<file path="config.mk">
export PLATFORM = sky130hd
export DESIGN_NAME = i2c_master_bit_engine
export DESIGN_NICKNAME = d
export VERILOG_FILES = /design/src/rtl/i2c_master_bit_engine.sv
export SDC_FILE = /design/constraint.sdc
export NUM_CORES = 1
export LEC_CHECK = 0
export ABC_CLOCK_PERIOD_IN_PS = 2300
export CAP_MARGIN = 20
export CORE_MARGIN = 8
export CORE_UTILIZATION = 47
export DETAILED_ROUTE_END_ITERATION = 8
export PLACE_DENSITY = 0.7
export SYNTH_ARGS = -nofsm -noshare
export SYNTH_HDL_FRONTEND = slang
export SYNTH_SLANG_ARGS = --single-unit
</file>
<file path="constraint.sdc">
create_clock -name clock -period 2.3 [get_ports clock]
set_clock_uncertainty 0.15 [all_clocks]
set_input_delay 0.23 -clock clock [delete_from_list [all_inputs] [get_ports clock]]
set_output_delay 0.23 -clock clock [all_outputs]
set_load 0.01 [all_outputs]
</file>
<file path="src/rtl/i2c_master_bit_engine.sv">
// I2C master bit engine: executes one bus symbol (START/STOP/DATA/ACK/NACK/READ) per accepted go.
// Optional clock stretching is compiled in with the macro I2C_CLOCK_STRETCH_EN.
module i2c_master_bit_engine #(
    parameter int SLOT_CYCLES = 4,
    parameter int SYNC_STAGES = 2
) (
    input  logic       clock,
    input  logic       reset_n,
    input  logic       go,
    input  logic [2:0] command,
    output logic       busy,
    output logic       done,
    output logic       rx_bit,
    output logic       arb_lost,
    output logic       scl_o,
    output logic       sda_o,
    input  logic       scl_i,
    input  logic       sda_i
);

    localparam int PRE_W = (SLOT_CYCLES > 1) ? $clog2(SLOT_CYCLES) : 1;
    localparam logic [PRE_W-1:0] PRE_LAST = PRE_W'(SLOT_CYCLES - 1);

    typedef enum logic [2:0] {
        CMD_IDLE   = 3'b000,
        CMD_READ   = 3'b001,
        CMD_START  = 3'b010,
        CMD_STOP   = 3'b011,
        CMD_DATA_0 = 3'b100,
        CMD_DATA_1 = 3'b101,
        CMD_ACK    = 3'b110,
        CMD_NACK   = 3'b111
    } cmd_e;

    typedef enum logic {
        S_IDLE = 1'b0,
        S_RUN  = 1'b1
    } state_e;

    state_e           state;
    cmd_e             cmd_q;
    logic [PRE_W-1:0] pre;
    logic [2:0]       slot;

    logic [SYNC_STAGES-1:0] sda_sync;
    logic                   sda_s;
    logic                   freeze;
    logic                   arb_hit;

    // {scl, sda} to register when entering slot 'sl' of command 'cmd'
    function automatic logic [1:0] slot_drive(input cmd_e       cmd,
                                              input logic [2:0] sl,
                                              input logic       scl_cur,
                                              input logic       sda_cur);
        logic       v;
        logic [1:0] drv;
        v   = (cmd == CMD_DATA_1) || (cmd == CMD_NACK);
        drv = {scl_cur, sda_cur};
        case (cmd)
            CMD_START: begin
                case (sl)
                    3'd0:                      drv = (scl_cur & sda_cur) ? 2'b11 : {1'b0, sda_cur};
                    3'd1:                      drv = {scl_cur, 1'b1};
                    3'd2, 3'd3, 3'd4, 3'd5:    drv = 2'b11;
                    default:                   drv = 2'b10;
                endcase
            end
            CMD_STOP: begin
                case (sl)
                    3'd0:                      drv = {1'b0, sda_cur};
                    3'd1, 3'd2, 3'd3:          drv = 2'b00;
                    3'd4, 3'd5:                drv = 2'b10;
                    default:                   drv = 2'b11;
                endcase
            end
            CMD_READ: begin
                if (sl == 3'd0) drv = {1'b0, sda_cur};
                else            drv = {sl[2], 1'b1};
            end
            CMD_IDLE: drv = {scl_cur, sda_cur};
            default: begin
                if (sl == 3'd0) drv = {1'b0, sda_cur};
                else            drv = {sl[2], v};
            end
        endcase
        return drv;
    endfunction

    always_ff @(posedge clock or negedge reset_n) begin
        if (!reset_n) begin
            sda_sync <= '1;
        end else begin
            sda_sync <= {sda_sync[SYNC_STAGES-2:0], sda_i};
        end
    end

    assign sda_s = sda_sync[SYNC_STAGES-1];

`ifdef I2C_CLOCK_STRETCH_EN
    logic [SYNC_STAGES-1:0] scl_sync;
    logic                   scl_s;

    always_ff @(posedge clock or negedge reset_n) begin
        if (!reset_n) begin
            scl_sync <= '1;
        end else begin
            scl_sync <= {scl_sync[SYNC_STAGES-2:0], scl_i};
        end
    end

    assign scl_s = scl_sync[SYNC_STAGES-1];

    // A slave holding SCL low after we released it stalls the symbol
    assign freeze = (state == S_RUN) && slot[2] && scl_o && !scl_s;
`else
    logic unused_scl;
    assign unused_scl = scl_i;
    assign freeze     = 1'b0;
`endif

    assign arb_hit = (state == S_RUN) && (cmd_q == CMD_DATA_1) && slot[2]
                     && sda_o && !sda_s && !freeze;

    always_ff @(posedge clock or negedge reset_n) begin
        if (!reset_n) begin
            state    <= S_IDLE;
            cmd_q    <= CMD_IDLE;
            pre      <= '0;
            slot     <= 3'd0;
            busy     <= 1'b0;
            done     <= 1'b0;
            rx_bit   <= 1'b0;
            arb_lost <= 1'b0;
            scl_o    <= 1'b1;
            sda_o    <= 1'b1;
        end else begin
            done     <= 1'b0;
            arb_lost <= 1'b0;
            case (state)
                S_IDLE: begin
                    if (go && (command != CMD_IDLE)) begin
                        cmd_q          <= cmd_e'(command);
                        state          <= S_RUN;
                        busy           <= 1'b1;
                        pre            <= '0;
                        slot           <= 3'd0;
                        {scl_o, sda_o} <= slot_drive(cmd_e'(command), 3'd0, scl_o, sda_o);
                    end
                end
                S_RUN: begin
                    if (arb_hit) begin
                        // Another master owns SDA: back off completely
                        state    <= S_IDLE;
                        busy     <= 1'b0;
                        arb_lost <= 1'b1;
                        scl_o    <= 1'b1;
                        sda_o    <= 1'b1;
                    end else if (!freeze) begin
                        if (pre == PRE_LAST) begin
                            pre <= '0;
                            if ((cmd_q == CMD_READ) && (slot == 3'd5)) begin
                                rx_bit <= sda_s;
                            end
                            if (slot == 3'd7) begin
                                state <= S_IDLE;
                                busy  <= 1'b0;
                                done  <= 1'b1;
                            end else begin
                                slot           <= slot + 3'd1;
                                {scl_o, sda_o} <= slot_drive(cmd_q, slot + 3'd1, scl_o, sda_o);
                            end
                        end else begin
                            pre <= pre + 1'b1;
                        end
                    end
                end
                default: begin
                    state <= S_IDLE;
                    busy  <= 1'b0;
                end
            endcase
        end
    end

endmodule

</file>
---- After elaboration in Yosys (flattened, before gate mapping) ----
Index checks and enable logic that the tools add are counted.
word-level totals
  bits in registers ....................... 17
  input port bits ......................... 8
  output and inout port bits .............. 6
operators by class
  add/subtract/negate cells ............... 2
  equal/unequal tests ..................... 28
  mux-type cells .......................... 42
  bitwise logic cells ..................... 3
  reduce and logical (&&, ||, !) cells .... 22
operators by type and width
  cell                                                    count
  2-to-1 mux 1 bit                                        22
  == test 3 bit (second input constant)                   6
  == test 3 x 2 -> 1 bit (second input constant)          5
  2-to-1 mux 2 bit                                        6
  2-to-1 mux 3 bit                                        4
  inequality test 4 bit (second input constant)           3
  case mux 2 bit (3 select lines)                         2
  logical NOT 3 bit                                       3
  AND reduction 9 bit                                     1
  inequality test 2 bit (second input constant)           4
  case mux 1 bit (2 select lines)                         4
  case mux 2 bit (2 select lines)                         2
  case mux 2 bit (4 select lines)                         1
  AND reduction 4 bit                                     2
  == test 3 x 1 -> 1 bit (second input constant)          2
  logical AND 1 bit                                       6
  inequality test 3 x 1 -> 1 bit (second input constant)  2
  inequality test 3 bit (second input constant)           2
  case mux 3 bit (2 select lines)                         1
  AND reduction 6 bit                                     1
  inequality test 2 x 1 -> 1 bit (second input constant)  2
  inequality test 4 x 3 -> 1 bit (second input constant)  1
  AND reduction 2 bit                                     2
  OR reduction 4 bit                                      1
  11 further kinds                                        12

---- Longest topological paths before layout ----
Gate-level depths: netlist of the first run.
  depth in word-level cells ............... 9
  gate-level depth with buffers ........... 6

---- Least setup slack after synthesis of the first run ----
No wires, ideal clock.
  path kind ............................... register to register
  start point ............................. register slot[0]
  end point ............................... register sda_o
  setup time .............................. 0.083 ns
  data arrival time ....................... 1.880 ns
  data required time ...................... 2.067 ns
  path slack .............................. 0.187 ns
  stages on the path, launching flop included .. 7
  path buffers ............................ 0
  clock period less this slack ............ 2.113 ns
  cells stage by stage .................... dfrtp_1 > ha_1 > ha_1 > or3_1 > a21oi_1 > o22ai_1 > o32a_1
on the way
  word-level cells in the longest chain between the ends .. 9
  elaborated cells between the ends (all ways) .. 23
  those cells by class .................... 1 x add/sub; 10 x eq/ne; 7 x mux; 5 x reduce/logical
ends and longest elaborated chain
  what                                                RTL line  RTL
  start, declared                                     43        logic [2:0] slot;
  start signal, assigned                              169       slot <= slot + 3'd1;
  adder 3 x 1 -> 3 bit                                170       {scl_o, sda_o} <= slot_drive(cmd_q, slot + 3'd1, scl_o, sda_o);
  == test 3 bit, or another cell as far along         61, 69
  OR reduction 4 bit, or another cell as far along    61        case (sl)
  case mux 2 bit (3 select lines) (on tied branches)  61, 69
  case mux 2 bit (4 select lines)                     59        case (cmd)
  2-to-1 mux 1 bit                                    164       if (slot == 3'd7) begin
  2-to-1 mux 1 bit                                    159       if (pre == PRE_LAST) begin
  2-to-1 mux 1 bit                                    151       if (arb_hit) begin
  case mux 1 bit (2 select lines)                     139       case (state)
  end signal, assigned                                147       {scl_o, sda_o} <= slot_drive(cmd_e'(command), 3'd0, scl_o, sda_o);
  end signal, assigned                                170
  end, declared                                       16        output logic sda_o,
Parallel ways exist; a longest one is shown, timed or not. The select of a mux whose other input is x is not followed.
A chain may end at the register's enable or synchronous reset.

---- Final worst setup path of the first run ----
Same ends and word-level chain as after synthesis.

==> metrics.log, run 1 <==
[metrics] status: complete, no violations
[metrics] largest family of logic cells by synthesized area: compound AO/OA/AOI/OAI gates
[metrics] final critical delay including setup and external delays: 2.13 ns
[metrics] register-to-register path setup slack: 0.17 ns
[metrics] Iteration-0 DRC Markers: 20
[metrics] footprint of the flip-flops and latches: 430 µm²
[metrics] synthesized-area fraction occupied by xor and xnor cells: 0.845%
[metrics] type of the most critical hold path: in -> async
[metrics] Chip Width: 63.0 µm
[metrics] Mapped Nets: 119
[metrics] crit-path most repeated cell: sky130_fd_sc_hd__ha_1
[metrics] class of the most critical setup path: reg -> reg
[metrics] layout-stage area growth over the synthesis result: 18.8%
[metrics] biggest cell delay along the critical path: 0.45 ns
[metrics] post-synthesis sequential element count: 17
[metrics] clk sink count: 17
[metrics] number of instances in the synthesized netlist: 104
[metrics] distinct cell type count after synthesis: 45
[metrics] number of vias per cell: 5.62
[metrics] global-route congestion overflow total: 0
[metrics] footprint of the multi-input gates: 566 µm²
[metrics] proportion of layout cells with a drive suffix above 1: 15.0%
[metrics] height of the die: 63.0 µm
[metrics] FILL cells: 183
[metrics] # Max-Cap Violations: 0
[metrics] post-CTS setup repair buffer count: 0
[metrics] register clock-pin slew on the reported worst setup and hold paths: 0.10 ns
[metrics] cts hold-fix bufs: 0
[metrics] multiplexer area fraction after synthesis: 4.35%
[metrics] TritonCTS clock tree: done
[metrics] most common library cell in the layout ignoring fill and taps: sky130_fd_sc_hd__dfrtp_1
[metrics] number of global-route vias before repair: 862
[metrics] area share of fa/ha/maj cells after synthesis: 8.45%
[metrics] H-tree depth reported by CTS: 1
[metrics] hold violation count in the final report: 0
[metrics] final total negative setup slack: 0 ns
[metrics] reported leakage power: 0.531 nW
[metrics] library cell occupying the most area in the post-synthesis netlist: sky130_fd_sc_hd__dfrtp_1
[metrics] effective utilization at floorplan: 48.2%
[metrics] share of the yosys chip area belonging to registers: 41.5%
[metrics] simple-gate share of the synthesized area: 16.9%
[metrics] Arrival @ worst endpoint: 2.20 ns
[metrics] top library cells by usage in the layout, fill and taps aside: sky130_fd_sc_hd__dfrtp_1, sky130_fd_sc_hd__clkdlybuf4s50_1, sky130_fd_sc_hd__nand2_1, sky130_fd_sc_hd__ha_1
[metrics] DIE AREA: 3960 µm²
[metrics] critical path data required time: 2.37 ns
[metrics] Crit-path slowest cell: sky130_fd_sc_hd__dfrtp_1
[metrics] total of endpoints with negative setup slack in the final report: 0
[metrics] clock latency reported for the late side of the worst-skew pair: 0.29 ns
[metrics] RSZ-0062 raised after global routing: false
[metrics] wire length of the first global-routing pass: 3.96 mm
[metrics] type of element capturing the critical path: flop
[metrics] Final Routed Wirelength: 2.28 mm
[metrics] number of design rule violations left after detail routing: 0
[metrics] area share of the largest cell type after synthesis: 31.4%
[metrics] kind of launch point of the worst setup path: flop
[metrics] post-layout utilization of the core: 57.3%
[metrics] net count reported at finish: 136
[metrics] complex-gate fraction of the synthesized area: 24.0%
[metrics] largest net degree at the start of global routing: 19
[metrics] final routed wire length divided by cell count: 15.4 µm
[metrics] gr usage total: 12.1%
[metrics] DRT antenna net count: 0
[metrics] pins over their slew limit: 0
[metrics] post-cts resize count: 0
[metrics] ANT cells: 0
[metrics] number of iterations in the first detailed-routing pass: 4
[metrics] share of synthesized flip-flops with an asynchronous set or reset: 100%
[metrics] worst-path cell chain: ha_1 -> ha_1 -> or3_1 -> a21oi_1 -> o22ai_1 -> o32a_1
[metrics] Post-synth EDFFs: 0
[metrics] worst-path fanout max: 5
[metrics] port buffer count: 12
[metrics] Final GP Congestion: 0.822
[metrics] total via count after detailed routing: 832
[metrics] ranking of synthesized cells by area: sky130_fd_sc_hd__dfrtp_1, sky130_fd_sc_hd__dfstp_2, sky130_fd_sc_hd__ha_1
[metrics] total number of yosys warnings: 0
[metrics] clock buffer depth: 2
[metrics] number of buffers inserted during clock tree synthesis: 3
[metrics] primary flip-flop cell chosen by synthesis mapping: sky130_fd_sc_hd__dfrtp_1
[metrics] Max Freq: 469 MHz
[metrics] worst vdd ir: 0.644 mV
[metrics] final worst-path cycle share: 92.6%
[metrics] Avg Synthesized Cell Area: 9.96 µm²
[metrics] power per unit of standard cell area: 1280 nW/µm²
[metrics] slew at the pin closest to its max-slew limit: 0.348 ns
[metrics] cell area after synthesis: 1040 µm²
[metrics] number of antenna violations at the first check in global routing: 0
[metrics] clock root buffer master: sky130_fd_sc_hd__clkbuf_4
[metrics] Slew headroom: 76.7%
[metrics] floorplan row count: 17
[metrics] count of boundary I/O pins: 14
[metrics] half-perimeter wire length after detailed placement: 1.69 mm
[metrics] area of the core region: 2150 µm²
==> metrics by stage <==
stage	power (W)	instance area [µm²]	std cells	worst slack (ns)	hold WS [ns]
floorplan	0.00117	1040	104	0.187	-0.216
global placement	0.00140	1200	144	0.209	0.196
detailed placement	0.00142	1200	144	0.186	0.203
CTS	0.00159	1230	148	0.165	0.100
global route	0.00172	1230	148	0.0746	0.103
finish	0.00158	1230	148	0.169	0.106
==> power by group <==
part           total (W)  internal, W  switching [W]
Sequential      0.000575     0.000424       0.000152
Combinational   0.000849     0.000435       0.000413
Clock           0.000158    0.0000647      0.0000930
Total            0.00158     0.000924       0.000658
==> per-layer routing <==
layer | track usage, % | up-vias | routed length, µm
met5 | 0 | - | 0
met4 | 3.99 | 0 | 20
met3 | 5.02 | 4 | 146
met2 | 20.0 | 21 | 1070
met1 | 13.7 | 389 | 1050
li1 | - | 418 | -
==> final cells by class <==
cell class	count	area share, %
repair buffers	16	12.2
flip-flops and latches	17	35.0
inverters	6	1.83
well taps	28	2.85
clock inverters	1	0.407
multi-input cells	77	45.9
clock buffers	3	1.83
==> worst max-delay path: cells and delay by family (launching register included) <==
kind                       cells  cell delay [ns]
DFF                            1             0.45
and+or+nand+nor                1             0.37
adders and majority gates      2             0.50
AOI/OAI and AO/OA              3             0.61
==> flip-flops by register name (all words and copies together) (netlist names) <==
name	flops
arb_lost	1
busy	1
cmd_q	3
done	1
pre	2
rx_bit	1
scl_o	1
sda_o	1
sda_sync	2
slot	3
state	1
==> final timing paths <==
path / start / to / cells past startpoint
setup / recovery: slot[0]$_DFFE_PN0P_ / sda_o$_DFFE_PN1P_ / 6
hold / removal: reset_n / cmd_q[2]$_DFFE_PN0P_ / 2
setup reg to reg: slot[0]$_DFFE_PN0P_ / sda_o$_DFFE_PN1P_ / 6
hold reg to reg: sda_sync[0]$_DFF_PN1_ / sda_sync[1]$_DFF_PN1_ / 0
max in group asynchronous: reset_n / sda_sync[0]$_DFF_PN1_ / 2
min in group clock: sda_i / sda_sync[0]$_DFF_PN1_ / 1
==> synth_stat cells (2+ instances only) <==
library cell               number
sky130_fd_sc_hd__ha_1           7
sky130_fd_sc_hd__buf_2          2
sky130_fd_sc_hd__a21oi_1        5
sky130_fd_sc_hd__clkbuf_1       2
sky130_fd_sc_hd__inv_1          5
sky130_fd_sc_hd__dfrtp_1       13
sky130_fd_sc_hd__mux2_1         3
sky130_fd_sc_hd__o21ai_1        3
sky130_fd_sc_hd__nand2_1        7
sky130_fd_sc_hd__nor2_1         6
sky130_fd_sc_hd__nand3_1        4
sky130_fd_sc_hd__o31ai_1        2
sky130_fd_sc_hd__o211ai_1       3
sky130_fd_sc_hd__dfstp_2        4
sky130_fd_sc_hd__a22o_1         6
sky130_fd_sc_hd__nand2b_1       3
==> cells by family after synthesis <==
kind of cell             count (synthesis)
multiplexers                             4
AND/OR/NAND/NOR                         32
buffers and inverters                   10
adder cells (fa/ha/maj)                  7
flip-flops                              17
AO/OA/AOI/OAI                           33
XOR/XNOR                                 1
Power figures use the tool's default switching activity.
==> run 2: changes to the inputs <==
--- a/config.mk
+++ b/config.mk
@@ -10,6 +10,7 @@
 export CORE_MARGIN = 8
 export CORE_UTILIZATION = 47
 export DETAILED_ROUTE_END_ITERATION = 8
+export MAX_ROUTING_LAYER = met4
 export PLACE_DENSITY = 0.7
 export SYNTH_ARGS = -nofsm -noshare
 export SYNTH_HDL_FRONTEND = slang
==> results of run 2 <==
Same layout as run 1: the final DEF is identical, and so are final timing and power.
Main changes from that run: final weighted congestion in routability-driven placement 0.822 -> 0.834; wire length of the first global-routing pass 3960 µm -> 3970 µm; via count of the first global-routing pass 862 -> 853; overall routing resource usage 12.1% -> 12.6%; met3 usage 5.02% -> 5.56%
==> run 3: changes to the inputs <==
--- a/config.mk
+++ b/config.mk
@@ -5,7 +5,7 @@
 export SDC_FILE = /design/constraint.sdc
 export NUM_CORES = 1
 export LEC_CHECK = 0
-export ABC_CLOCK_PERIOD_IN_PS = 2300
+export ABC_CLOCK_PERIOD_IN_PS = 2600
 export CAP_MARGIN = 20
 export CORE_MARGIN = 8
 export CORE_UTILIZATION = 47
==> constraint.sdc (replaced) <==
create_clock -name clock -period 2.6 [get_ports clock]
set_clock_uncertainty 0.15 [all_clocks]
set_input_delay 0.26 -clock clock [delete_from_list [all_inputs] [get_ports clock]]
set_output_delay 0.26 -clock clock [all_outputs]
set_load 0.01 [all_outputs]
==> metrics.log, run 3 (synthesis results as in run 1) <==
[metrics] wire length of the first global-routing pass: 3.95 mm
[metrics] worst reg2reg path depth: 6 (unchanged)
[metrics] most common library cell in the layout ignoring fill and taps: sky130_fd_sc_hd__dfrtp_1
[metrics] area of the core region: 2150 µm² (unchanged)
[metrics] DIE AREA: 3960 µm² (unchanged)
[metrics] H-tree depth reported by CTS: 1 (unchanged)
[metrics] type of element capturing the critical path: flop
[metrics] count of boundary I/O pins: 14 (unchanged)
[metrics] register-to-register path setup slack: 0.36 ns (+0.19 ns)
[metrics] largest net degree at the start of global routing: 19 (unchanged)
[metrics] Final GP Congestion: 0.847
[metrics] slew at the pin closest to its max-slew limit: 0.742 ns (+0.394 ns)
[metrics] layout-stage area growth over the synthesis result: 16.5%
[metrics] number of buffers inserted during clock tree synthesis: 3 (unchanged)
[metrics] reported leakage power: 0.513 nW (-3.4%)
[metrics] R2R Path End: sda_o$_DFFE_PN1P_
[metrics] post-cts resize count: 0 (unchanged)
[metrics] critical path data required time: 2.68 ns (+0.31 ns)
[metrics] Worst Hold Margin: 0.210 ns (+0.104 ns)
[metrics] worst vdd ir: 0.594 mV (-7.7%)
[metrics] Chip Width: 63.0 µm (unchanged)
[metrics] worst-path fanout max: 8 (+3)
[metrics] Hold Crit Endpoint: sda_sync[1]$_DFF_PN1_
[metrics] FILL cells: 199 (+8.7%)
[metrics] source of the worst register-to-register timing path: slot[0]$_DFFE_PN0P_
[metrics] register clock-pin slew on the reported worst setup and hold paths: 0.10 ns (about the same)
[metrics] DRT antenna net count: 0 (unchanged)
[metrics] effective utilization at floorplan: 48.2% (unchanged)
[metrics] Top Registers: cmd_q: 3 flops, slot: 3 flops
[metrics] number of vias per cell: 5.83 (+3.7%)
[metrics] gr usage total: 12.4%
[metrics] hold path startpoint: sda_sync[0]$_DFF_PN1_
[metrics] floorplan row count: 17 (unchanged)
[metrics] number of global-route vias before repair: 862
[metrics] class of the most critical setup path: reg -> reg
[metrics] port buffer count: 12 (unchanged)
[metrics] number of iterations in the first detailed-routing pass: 4 (unchanged)
[metrics] half-perimeter wire length after detailed placement: 1.66 mm (-2.2%)
[metrics] # Max-Cap Violations: 0 (unchanged)
[metrics] Arrival @ worst endpoint: 2.32 ns (+0.12 ns)
[metrics] Iteration-0 DRC Markers: 35 (+75%)
[metrics] post-layout utilization of the core: 56.2% (-1.1 points)
[metrics] global-route congestion overflow total: 0 (unchanged)
[metrics] net count reported at finish: 133 (-2.2%)
[metrics] status: complete, no violations
[metrics] height of the die: 63.0 µm (unchanged)
[metrics] pins over their slew limit: 0 (unchanged)
[metrics] clk sink count: 17 (unchanged)
[metrics] final routed wire length divided by cell count: 15.8 µm (+2.3%)
[metrics] ANT cells: 0 (unchanged)
[metrics] hold violation count in the final report: 0 (unchanged)
[metrics] Final Routed Wirelength: 2.29 mm (+0.22%)
[metrics] power per unit of standard cell area: 1150 nW/µm² (-10%)
[metrics] RSZ-0062 raised after global routing: false
[metrics] total of endpoints with negative setup slack in the final report: 0 (unchanged)
[metrics] proportion of layout cells with a drive suffix above 1: 12.0% (-3.0 points)
[metrics] top library cells by usage in the layout, fill and taps aside: sky130_fd_sc_hd__dfrtp_1, sky130_fd_sc_hd__clkdlybuf4s50_1, sky130_fd_sc_hd__nand2_1, sky130_fd_sc_hd__ha_1
[metrics] number of design rule violations left after detail routing: 0 (unchanged)
[metrics] kind of launch point of the worst setup path: flop
[metrics] final critical delay including setup and external delays: 2.24 ns (+0.106 ns)
[metrics] post-CTS setup repair buffer count: 0 (unchanged)
[metrics] Max Freq: 447 MHz (-4.7%)
[metrics] WHS Path Cells: 0
[metrics] clock latency reported for the late side of the worst-skew pair: 0.29 ns (about the same)
[metrics] clock buffer depth: 2 (unchanged)
[metrics] type of the most critical hold path: reg -> reg
[metrics] clock root buffer master: sky130_fd_sc_hd__clkbuf_4
[metrics] total cell area at the placement stage: 1180 µm² (-1.9%)
[metrics] total via count after detailed routing: 845 (+1.6%)
[metrics] Slew headroom: 50.4% (-26 points)
[metrics] final total negative setup slack: 0 ns (unchanged)
[metrics] cts hold-fix bufs: 0 (unchanged)
[metrics] final worst-path cycle share: 86.0% (-6.6 points)
[metrics] TritonCTS clock tree: done
[metrics] Final Cell Area: 1210 µm² (-1.9%)
[metrics] number of antenna violations at the first check in global routing: 0 (unchanged)
[run 3: changes by cell type in the layout (fill, tap and decap cells not counted), sizes merged]
cell | before | now
clkinv | 1 | 0
buf | 4 | 1
clkbuf | 3 | 4
[run 3: worst max-delay path by stage]
stage,startpoint,end,slack (ns),cells after the start
finish,slot[0]$_DFFE_PN0P_,sda_o$_DFFE_PN1P_,0.36,6
global route,slot[0]$_DFFE_PN0P_,sda_o$_DFFE_PN1P_,0.26,6
detailed placement,slot[0]$_DFFE_PN0P_,sda_o$_DFFE_PN1P_,0.38,6
CTS,slot[0]$_DFFE_PN0P_,sda_o$_DFFE_PN1P_,0.36,6
floorplan,slot[0]$_DFFE_PN0P_,sda_o$_DFFE_PN1P_,0.49,6
global placement,slot[0]$_DFFE_PN0P_,sda_o$_DFFE_PN1P_,0.39,6
[run 3: stage by stage]
stage / worst slack (ns) / cells / power (W)
6_report: 0.363 / 145 / 0.00139
5_1_grt: 0.261 / 145 / 0.00151
4_1_cts: 0.360 / 145 / 0.00139
3_5_place_dp: 0.376 / 141 / 0.00124
3_3_place_gp: 0.394 / 141 / 0.00122
2_1_floorplan: 0.487 / 104 / 0.00103
[run 3: area by class of cell]
type	instances	area, µm²	share of cell area, %
clock buffers	4	26.3	2.18
inverters	6	22.5	1.87
multi-input cells	77	566	46.8
flip-flops and latches	17	430	35.6
well taps	28	35.0	2.90
repair buffers	13	128	10.6
[run 3: per-layer routing]
layer / routed length, µm / share of wire, % / GRT usage (%) / up-vias
met2: 1060 / 46 / 19.0 / 24
li1: - / - / - / 412
met3: 156 / 6.8 / 5.02 / 4
met5: 0 / 0 / - / -
met4: 27 / 1.2 / 4.56 / 0
met1: 1050 / 46 / 14.4 / 405
[run 3: worst max-delay path: stages, from the launching register on]
cell and delay [ns]:
sky130_fd_sc_hd__dfrtp_1 0.45, sky130_fd_sc_hd__ha_1 0.23, sky130_fd_sc_hd__ha_1 0.38, sky130_fd_sc_hd__or3_1 0.40, sky130_fd_sc_hd__a21oi_1 0.15, sky130_fd_sc_hd__o22ai_1 0.09, sky130_fd_sc_hd__o32a_1 0.34
[run 3: power by group]
| part | internal (W) | switching (W) | total, W |
|---|---|---|---|
| sequential | 0.000375 | 0.000139 | 0.000514 |
| combinational | 0.000374 | 0.000360 | 0.000734 |
| clock | 0.0000597 | 0.0000813 | 0.000141 |
| total | 0.000809 | 0.000580 | 0.00139 |
